===== src/rtl/regfile_scoreboard.sv =====
// Register file with per-register pending-write busy bits, optional writeback
// bypass, and RAW/WAW hazard detection for the decode stage.
module regfile_scoreboard #(
  parameter int XLEN   = 32,
  parameter int NREGS  = 32,
  parameter int NRD    = 2,
  parameter int BYPASS = 1,
  localparam int AW    = $clog2(NREGS)
) (
  input  logic                ctrl_clk,
  input  logic                ctrl_reset,
  input  logic [NRD-1:0]      rd_ren,
  input  logic [NRD*AW-1:0]   rd_raddr,
  output logic [NRD*XLEN-1:0] rd_rdata,
  output logic [NRD-1:0]      rd_busy,
  input  logic                iss_valid,
  input  logic                iss_wen,
  input  logic [AW-1:0]       iss_rd,
  output logic                iss_accept,
  output logic                ctrl_hazard,
  input  logic                wb_valid,
  input  logic [AW-1:0]       wb_waddr,
  input  logic [XLEN-1:0]     wb_wdata,
  output logic [NREGS-1:0]    busy_vec
);

  localparam logic BYP = (BYPASS != 0);

  logic [XLEN-1:0]  regs_q [NREGS];
  logic [XLEN-1:0]  regs_d [NREGS];
  logic [NREGS-1:0] busy_q;
  logic [NREGS-1:0] busy_d;

  logic             wb_en;
  logic             iss_set;
  logic             raw;
  logic             waw;
  logic             iss_rd_busy;
  logic [NRD-1:0]   raw_vec;

  // x0 is hard-wired: writes to it never count as a real writeback.
  assign wb_en = wb_valid && (wb_waddr != '0);

  // Read ports: zero-latency, optionally forwarding the writeback in flight.
  for (genvar gi = 0; gi < NRD; gi++) begin : g_rd
    logic [AW-1:0] addr;
    logic          hit;

    assign addr = rd_raddr[gi*AW +: AW];
    assign hit  = BYP && wb_en && (wb_waddr == addr);

    assign rd_rdata[gi*XLEN +: XLEN] = (addr == '0) ? '0 :
                                       hit          ? wb_wdata :
                                                      regs_q[addr];
    assign rd_busy[gi] = hit ? 1'b0 : busy_q[addr];
    assign raw_vec[gi] = rd_ren[gi] && rd_busy[gi];
  end

  // Destination busy as seen this cycle; a forwarded writeback frees it early.
  assign iss_rd_busy = busy_q[iss_rd] && !(BYP && wb_en && (wb_waddr == iss_rd));

  assign raw         = |raw_vec;
  assign waw         = iss_wen && (iss_rd != '0) && iss_rd_busy;
  assign ctrl_hazard = iss_valid && (raw || waw);
  assign iss_accept  = iss_valid && !ctrl_hazard;
  assign iss_set     = iss_accept && iss_wen && (iss_rd != '0);
  assign busy_vec    = busy_q;

  always_comb begin
    regs_d = regs_q;
    busy_d = busy_q;
    if (wb_en) begin
      regs_d[wb_waddr] = wb_wdata;
      busy_d[wb_waddr] = 1'b0;
    end
    // Issue set is applied after the writeback clear so it wins on a collision.
    if (iss_set) begin
      busy_d[iss_rd] = 1'b1;
    end
    regs_d[0] = '0;
    busy_d[0] = 1'b0;
  end

  always_ff @(posedge ctrl_clk or negedge ctrl_reset) begin
    if (!ctrl_reset) begin
      for (int i = 0; i < NREGS; i++) begin
        regs_q[i] <= '0;
      end
      busy_q <= '0;
    end else begin
      regs_q <= regs_d;
      busy_q <= busy_d;
    end
  end

endmodule


===== config.mk =====
export PLATFORM = sky130hd
export DESIGN_NAME = regfile_scoreboard
export DESIGN_NICKNAME = d
export VERILOG_FILES = /design/src/rtl/regfile_scoreboard.sv
export SDC_FILE = /design/constraint.sdc
export NUM_CORES = 2
export LEC_CHECK = 0
export BUFFER_PORTS_ARGS = -buffer_cell sky130_fd_sc_hd__buf_4
export CAP_MARGIN = 20
export CORE_ASPECT_RATIO = 0.7
export CORE_MARGIN = 5
export CORE_UTILIZATION = 35
export DETAILED_ROUTE_END_ITERATION = 6
export RECOVER_POWER = 50
export SETUP_SLACK_MARGIN = 0.2
export SYNTH_ARGS = -nofsm -noshare
export SYNTH_HDL_FRONTEND = slang
export SYNTH_SLANG_ARGS = --single-unit

===== constraint.sdc =====
create_clock -name ctrl_clk -period 2.35 [get_ports ctrl_clk]
set_clock_uncertainty 0.1 [all_clocks]
set_input_delay 0.1175 -clock ctrl_clk [delete_from_list [all_inputs] [get_ports ctrl_clk]]
set_output_delay 0.1175 -clock ctrl_clk [all_outputs]
set_load 0.005 [all_outputs]

; ---- Word level (Yosys, flattened, before mapping)
; Cells that the tools add are included.
[word_totals]
register_bits = 1023
in_bits = 59
output_inout_bits = 100
elab_cells = 102
[classes]
n_lt_le_gt_ge = 10
eq_ne = 3
muxes = 27
bitwise_logic = 6
reduce_logical = 24
[ops]
columns = operator, count
row1 = $bwmux W1024, 1
row2 = $mux W32, 11
row3 = $bmux W32 S5, 2
row4 = $demux W32 S5, 1
row5 = $and A32 B32 Y32, 1
row6 = $not A32 Y32, 1
row7 = $or A32 B32 Y32, 1
row8 = $lt A5 B6 Y1 const B, 4
row9 = $ge A6 B6 Y1 const B, 3
row10 = $not A5 Y6, 3
row11 = $logic_and A1 B1 Y1, 16
row12 = $bmux W1 S5, 3
row13 = $eq A5 B5 Y1, 3
row14 = $demux W1 S5, 2
row15 = $ge A5 B1 Y1 const B, 2
row16 = $logic_not A5 Y1, 2
row17 = $reduce_bool A5 Y1, 2
row18 = $mux W1, 7
row19 = $lt A6 B1 Y1 const B, 1
row20 = $logic_not A1 Y1, 2
row21 = $reduce_or A2 Y1, 1
row22 = $logic_or A1 B1 Y1, 1

; ---- Logic depth before layout (Yosys ltp)
[depth]
ltp_word = 13
depth_mapped = 10
ltp_nobuf = 6

; ---- Least setup slack after synthesis
; OpenSTA, ideal clock, no wires.
[synth_timing]
path_type = input-to-output
start = input port rd_raddr[0]
end = output port rd_rdata[10]
arrival_time_ps = 2207
required_time_ps = 2132
slack_ps = -74
path_stages = 8
n_path_buf = 4
path_cell_list = buf_2 -> buf_2 -> buf_2 -> buf_2 -> mux4_2 -> mux4_2 -> mux2i_1 -> o21ai_0
[synth_via]
elab_chain_len = 6
word_cells_on_any_way = 9
classes_between = eq/ne (1) / mux (5) / bitwise (1) / reduce/logical (2)
[synth_lines]
columns = element, line_no
row1 = start: declaration, 13  ; input logic [NRD*AW-1:0] rd_raddr,
row2 = $not A5 Y6 (implied by the code), 54  ; regs_q[addr];
row3 = $bmux W32 S5, 54
row4 = $mux W32 (implied by the code) (2 in a row), 54
row5 = $mux W32, 53  ; hit ? wb_wdata :
row6 = $mux W32 (*), 52  ; assign rd_rdata[gi*XLEN +: XLEN] = (addr == '0) ? '0 :
row7 = end: declaration, 14  ; output logic [NRD*XLEN-1:0] rd_rdata,
; Mark *: on every way between the ends. The rest lies on a longest branch, timed or not. The select of a mux whose other input is x is not followed.

; ---- Worst setup path in the final report
[layout_timing]
start = register busy_q[31], in the netlist busy_vec[31]
end = output port iss_accept
[layout_via]
elab_chain_len = 9
word_cells_on_any_way = 17
classes_between = mux (8) / reduce/logical (9)
[layout_lines]
columns = element, line_no
row1 = start: declaration, 31  ; logic [NREGS-1:0] busy_q;
row2 = start signal: assignment, 92  ; busy_q <= busy_d;
row3 = $bmux W1 S5, 55  ; assign rd_busy[gi] = hit ? 1'b0 : busy_q[addr];
row4 = $mux W1 (implied by the code), 55
row5 = $mux W1, 55
row6 = $logic_and A1 B1 Y1, 56  ; assign raw_vec[gi] = rd_ren[gi] && rd_busy[gi];
row7 = $reduce_or A2 Y1, 62  ; assign raw = |raw_vec;
row8 = $logic_or A1 B1 Y1 (*), 64  ; assign ctrl_hazard = iss_valid && (raw || waw);
row9 = $logic_and A1 B1 Y1 (*), 64
row10 = $logic_not A1 Y1 (*), 65  ; assign iss_accept = iss_valid && !ctrl_hazard;
row11 = $logic_and A1 B1 Y1 (*), 65
row12 = end: declaration, 19  ; output logic iss_accept,
; Marks and branches as above.

==> flow_summary_export.csv <==
group,metric,value,unit
sta,slew_violations,15,
floorplanning,fp-row-count,122,
final_layout,nNetsFinal,3997,
synthesis,synthArstFlopShare,100.0,%
power_and_ir_drop,leakagePower,28.77,nW
clock_tree,clkSlewWorstSetupHoldPaths,0.06,ns
power_and_ir_drop,pwr_density_cell,812.8,nW/um2
clock_tree,cts_tree,"done",
synthesis,yosys.area_share.simple,1.717,%
floorplanning,initial_core_util,35.27,%
power_and_ir_drop,p_int,0.04005,W
synthesis,synth_mux_area_share,46.60,%
critical_path,path_buf_inv,2,
min_path,min_to,"busy_vec[15]",
critical_path,cp.arrival,2.75,ns
sta,post-route-min-period,2.966,ns
floorplanning,die_h,344.1,um
sta,worst_pin_slew,1.858,ns
placement,placed_cells,5852,
synthesis,yosys.area.top_type,"dfrtp_1",
final_layout,final_cells,6132,
clock_tree,cts_buffers,107,
route,first_iter_violations,3665,
critical_path,slowest_stage,"a2111oi_0",
route,dr.pass1.iters,7,
sta,max_clock_freq,337.1,MHz
clock_tree,clockRootBuffer,"clkbuf_16",
critical_path,required,2.13,ns
synthesis,synth_area,55830,um2
synthesis,ys_seq_area_share,45.85,%
global_routing,grt_max_degree,99,
sta,finalCritPeriodShare,126.2,%
critical_path,end_kind,"output port",
synthesis,syn_nets,3645,
critical_path,path_delay_family,"compound AO/OA/AOI/OAI gates",
critical_path,worst-path-max-fanout,4,
clock_tree,cts.sinks,1023,
clock_tree,htree_num_levels,3,
power_and_ir_drop,p_sw_share,27.59,%
floorplanning,core_area,158300,um2
synthesis,synth_area_leaders,"dfrtp_1, mux4_2, mux2_2, clkbuf_1, mux2i_1",
global_routing,grt_use_total,22.05,%
power_and_ir_drop,p_seq_share,42.7,%
global_routing,grt_pass1_vias,37270,
synthesis,synth_top_area_share,45.85,%
critical_path,start_kind,"flop",
sta,setup_viol_count_final,446,
floorplanning,die-area,167700,um2
status,outcome,"complete, but fails checks",
synthesis,synth_seq_cells,1023,
clock_tree,cts_max_path_buffers,3,
sta,slew_headroom,-23.87,%
sta,worst_slack,-0.6162,ns
placement,place_ws,-0.4108,ns
final_layout,drive_gt1_share,62.83,%
route,post_drt_via_cell_ratio,5.954,
synthesis,yosysWarnings,0,
critical_path,rr_startpoint,"busy_vec[19]",
critical_path,path_cells,"clkbuf_1, mux2i_1, nor2b_1, a2111oi_0, o21ai_2, o2bb2ai_4, nor3b_2, buf_4",
critical_path,r2r_slack,-0.21,ns
floorplanning,die_x,487.4,um
power_and_ir_drop,peakVddDrop,0.6225,mV
critical_path,slowest_delay,0.49,ns
route,drc,0,
synthesis,synth_top_family_by_area,"multiplexers",
global_routing,grt_pass1_wl,272600,um
min_path,min_path_type,"primary input to flop",
power_and_ir_drop,p_sw,0.01526,W
synthesis,synth_xor_xnor_area_share,0.2353,%
sta,rsz0062_at_grt,"yes",
synthesis,synth_edf_count,0,
placement,numPortBuffers,157,
route,final_antenna_net_count,0,
global_routing,antenna_found_initial,7,
critical_path,ff2ff_path_depth,10,
synthesis,synth_compound_area_share,2.620,%
final_layout,final_common_cell,"mux2_2",
min_path,min_from,"wb_waddr[2]",
synthesis,avgSynthCellArea,15.57,um2
power_and_ir_drop,combPwrFrac,24.5,%
placement,place_congestion,0.8565,
clock_tree,clock_latency,0.72,ns
route,num_vias,36510,
synthesis,synth_cells,3586,
floorplanning,io_pins,159,
critical_path,r2r_end,"busy_vec[5]",
synthesis,synthAdderAreaFrac,0,%
synthesis,ys.flop_type,"dfrtp_1",
sta,hold_viol_final,0,
critical_path,criticalPathCategory,"flop to output port",
synthesis,synth.distinct_cells,56,
final_layout,final_util,42.99,%
final_layout,synthToLayoutAreaGrowth,21.90,%
global_routing,gr-total-overflow,0,
min_path,hold_depth,5,
route,wl_per_cell,30.25,um
placement,hpwl,115900,um
route,routed_wl,185500,um
status,violations,"max-capacitance violations, max-slew violations, negative setup slack",
run,maxCapViolCount,1,
final_layout,final_cell_mix,"mux2_2, dfrtp_1, mux4_2, buf_4, buf_12",
power_and_ir_drop,p_clk_share,32.8,%
==> state kept, by name, summed over array words and instances, names as in the netlist <==
signal and flops:
regs_q 992, busy_vec 31
==> tightest hold or removal path, delay by kind of cell <==
family                 cells  cell delay [ns]
buffers and inverters      2             0.34
AND/OR/NAND/NOR            1             0.23
AO/OA/AOI/OAI              2             0.16
==> how the worst max path moves through the flow <==
stage            startpoint      endpoint  slack (ns)  depth (start not counted)
4_1_cts        busy_vec[23]    iss_accept       -0.72                          8
2_1_floorplan   wb_waddr[1]   ctrl_hazard        0.17                          8
3_5_place_dp    rd_raddr[5]  rd_rdata[37]       -0.41                          8
6_report       busy_vec[31]    iss_accept       -0.62                          8
3_3_place_gp    rd_raddr[0]    iss_accept       -0.41                          9
5_1_grt        busy_vec[18]    iss_accept       -0.75                          8
==> layout make-up <==
class,instances,area (um2)
clock buffer,140,2973
inverter,8,36.28
timing repair buffer,634,6452
sequential,1023,25610
antenna,5,12.51
fill,14140,90240
clock inverter,50,716.9
tap,2108,2638
multi-input combinational,2164,29620
==> power by group through the flow <==
stage | registers, W | clock network, W | logic [W]
detailed placement | 0.0238 | 0 | 0.0127
CTS | 0.0235 | 0.0184 | 0.0134
finish | 0.0236 | 0.0181 | 0.0136
global placement | 0.0236 | 0 | 0.0125
floorplan | 0.0229 | 0 | 0.00876
global route | 0.0241 | 0.0192 | 0.0145
==> stage by stage <==
step / instance area [um2] / power, W / hold slack (ns) / setup TNS [ns]
2_1_floorplan: 56140 / 0.03170 / -0.2781 / 0
3_3_place_gp: 62990 / 0.03616 / 0.1135 / -20.36
3_5_place_dp: 62990 / 0.03655 / 0.1059 / -16.49
4_1_cts: 67990 / 0.05538 / 0.006270 / -37.67
5_1_grt: 68040 / 0.05772 / 0.06034 / -214.17
6_report: 68050 / 0.05531 / 0.08430 / -71.47
==> repair_timing <==
item,4_1_cts,5_1_grt
pin swaps,17,25
resized for setup,190,81
setup endpoints to repair,99,153
hold buffers,59,0
gates cloned,1,3
endpoints found under the hold margin,2046,0
buffers inserted,15,7
==> logic make-up after synthesis <==
group	after synthesis
buf+inv	399
simple gates	207
mux	1734
compound gates	207
flops	1023
other cells	1
xor+xnor	15
==> Yosys cell counts, types with 4 or more instances <==
| cell | instances |
|---|---|
| mux2_2 | 1060 |
| dfrtp_1 | 1023 |
| mux4_2 | 586 |
| clkbuf_1 | 235 |
| nand2_1 | 113 |
| buf_2 | 94 |
| mux2i_1 | 88 |
| o21ai_0 | 84 |
| a22o_1 | 66 |
| buf_1 | 55 |
| o31ai_1 | 27 |
| nor2_1 | 26 |
| nand2b_1 | 18 |
| nor3_1 | 11 |
| nor2b_1 | 10 |
| xor2_1 | 9 |
| inv_1 | 7 |
| xnor2_1 | 6 |
| nand4_1 | 5 |
| and3_1 | 4 |
| buf_6 | 4 |
| nor3b_1 | 4 |
| o21ai_1 | 4 |
==> per-layer routing <==
layer  vias to the layer above  track usage, %  wire length [um]
li1                      14720               -                 -
met1                     20050           33.63             84700
met2                      1503           32.44             81690
met3                       239           4.583             15020
met4                         4           4.758              4047
met5                         -               0                22
Note: power is estimated with default switching activity, not from simulation.
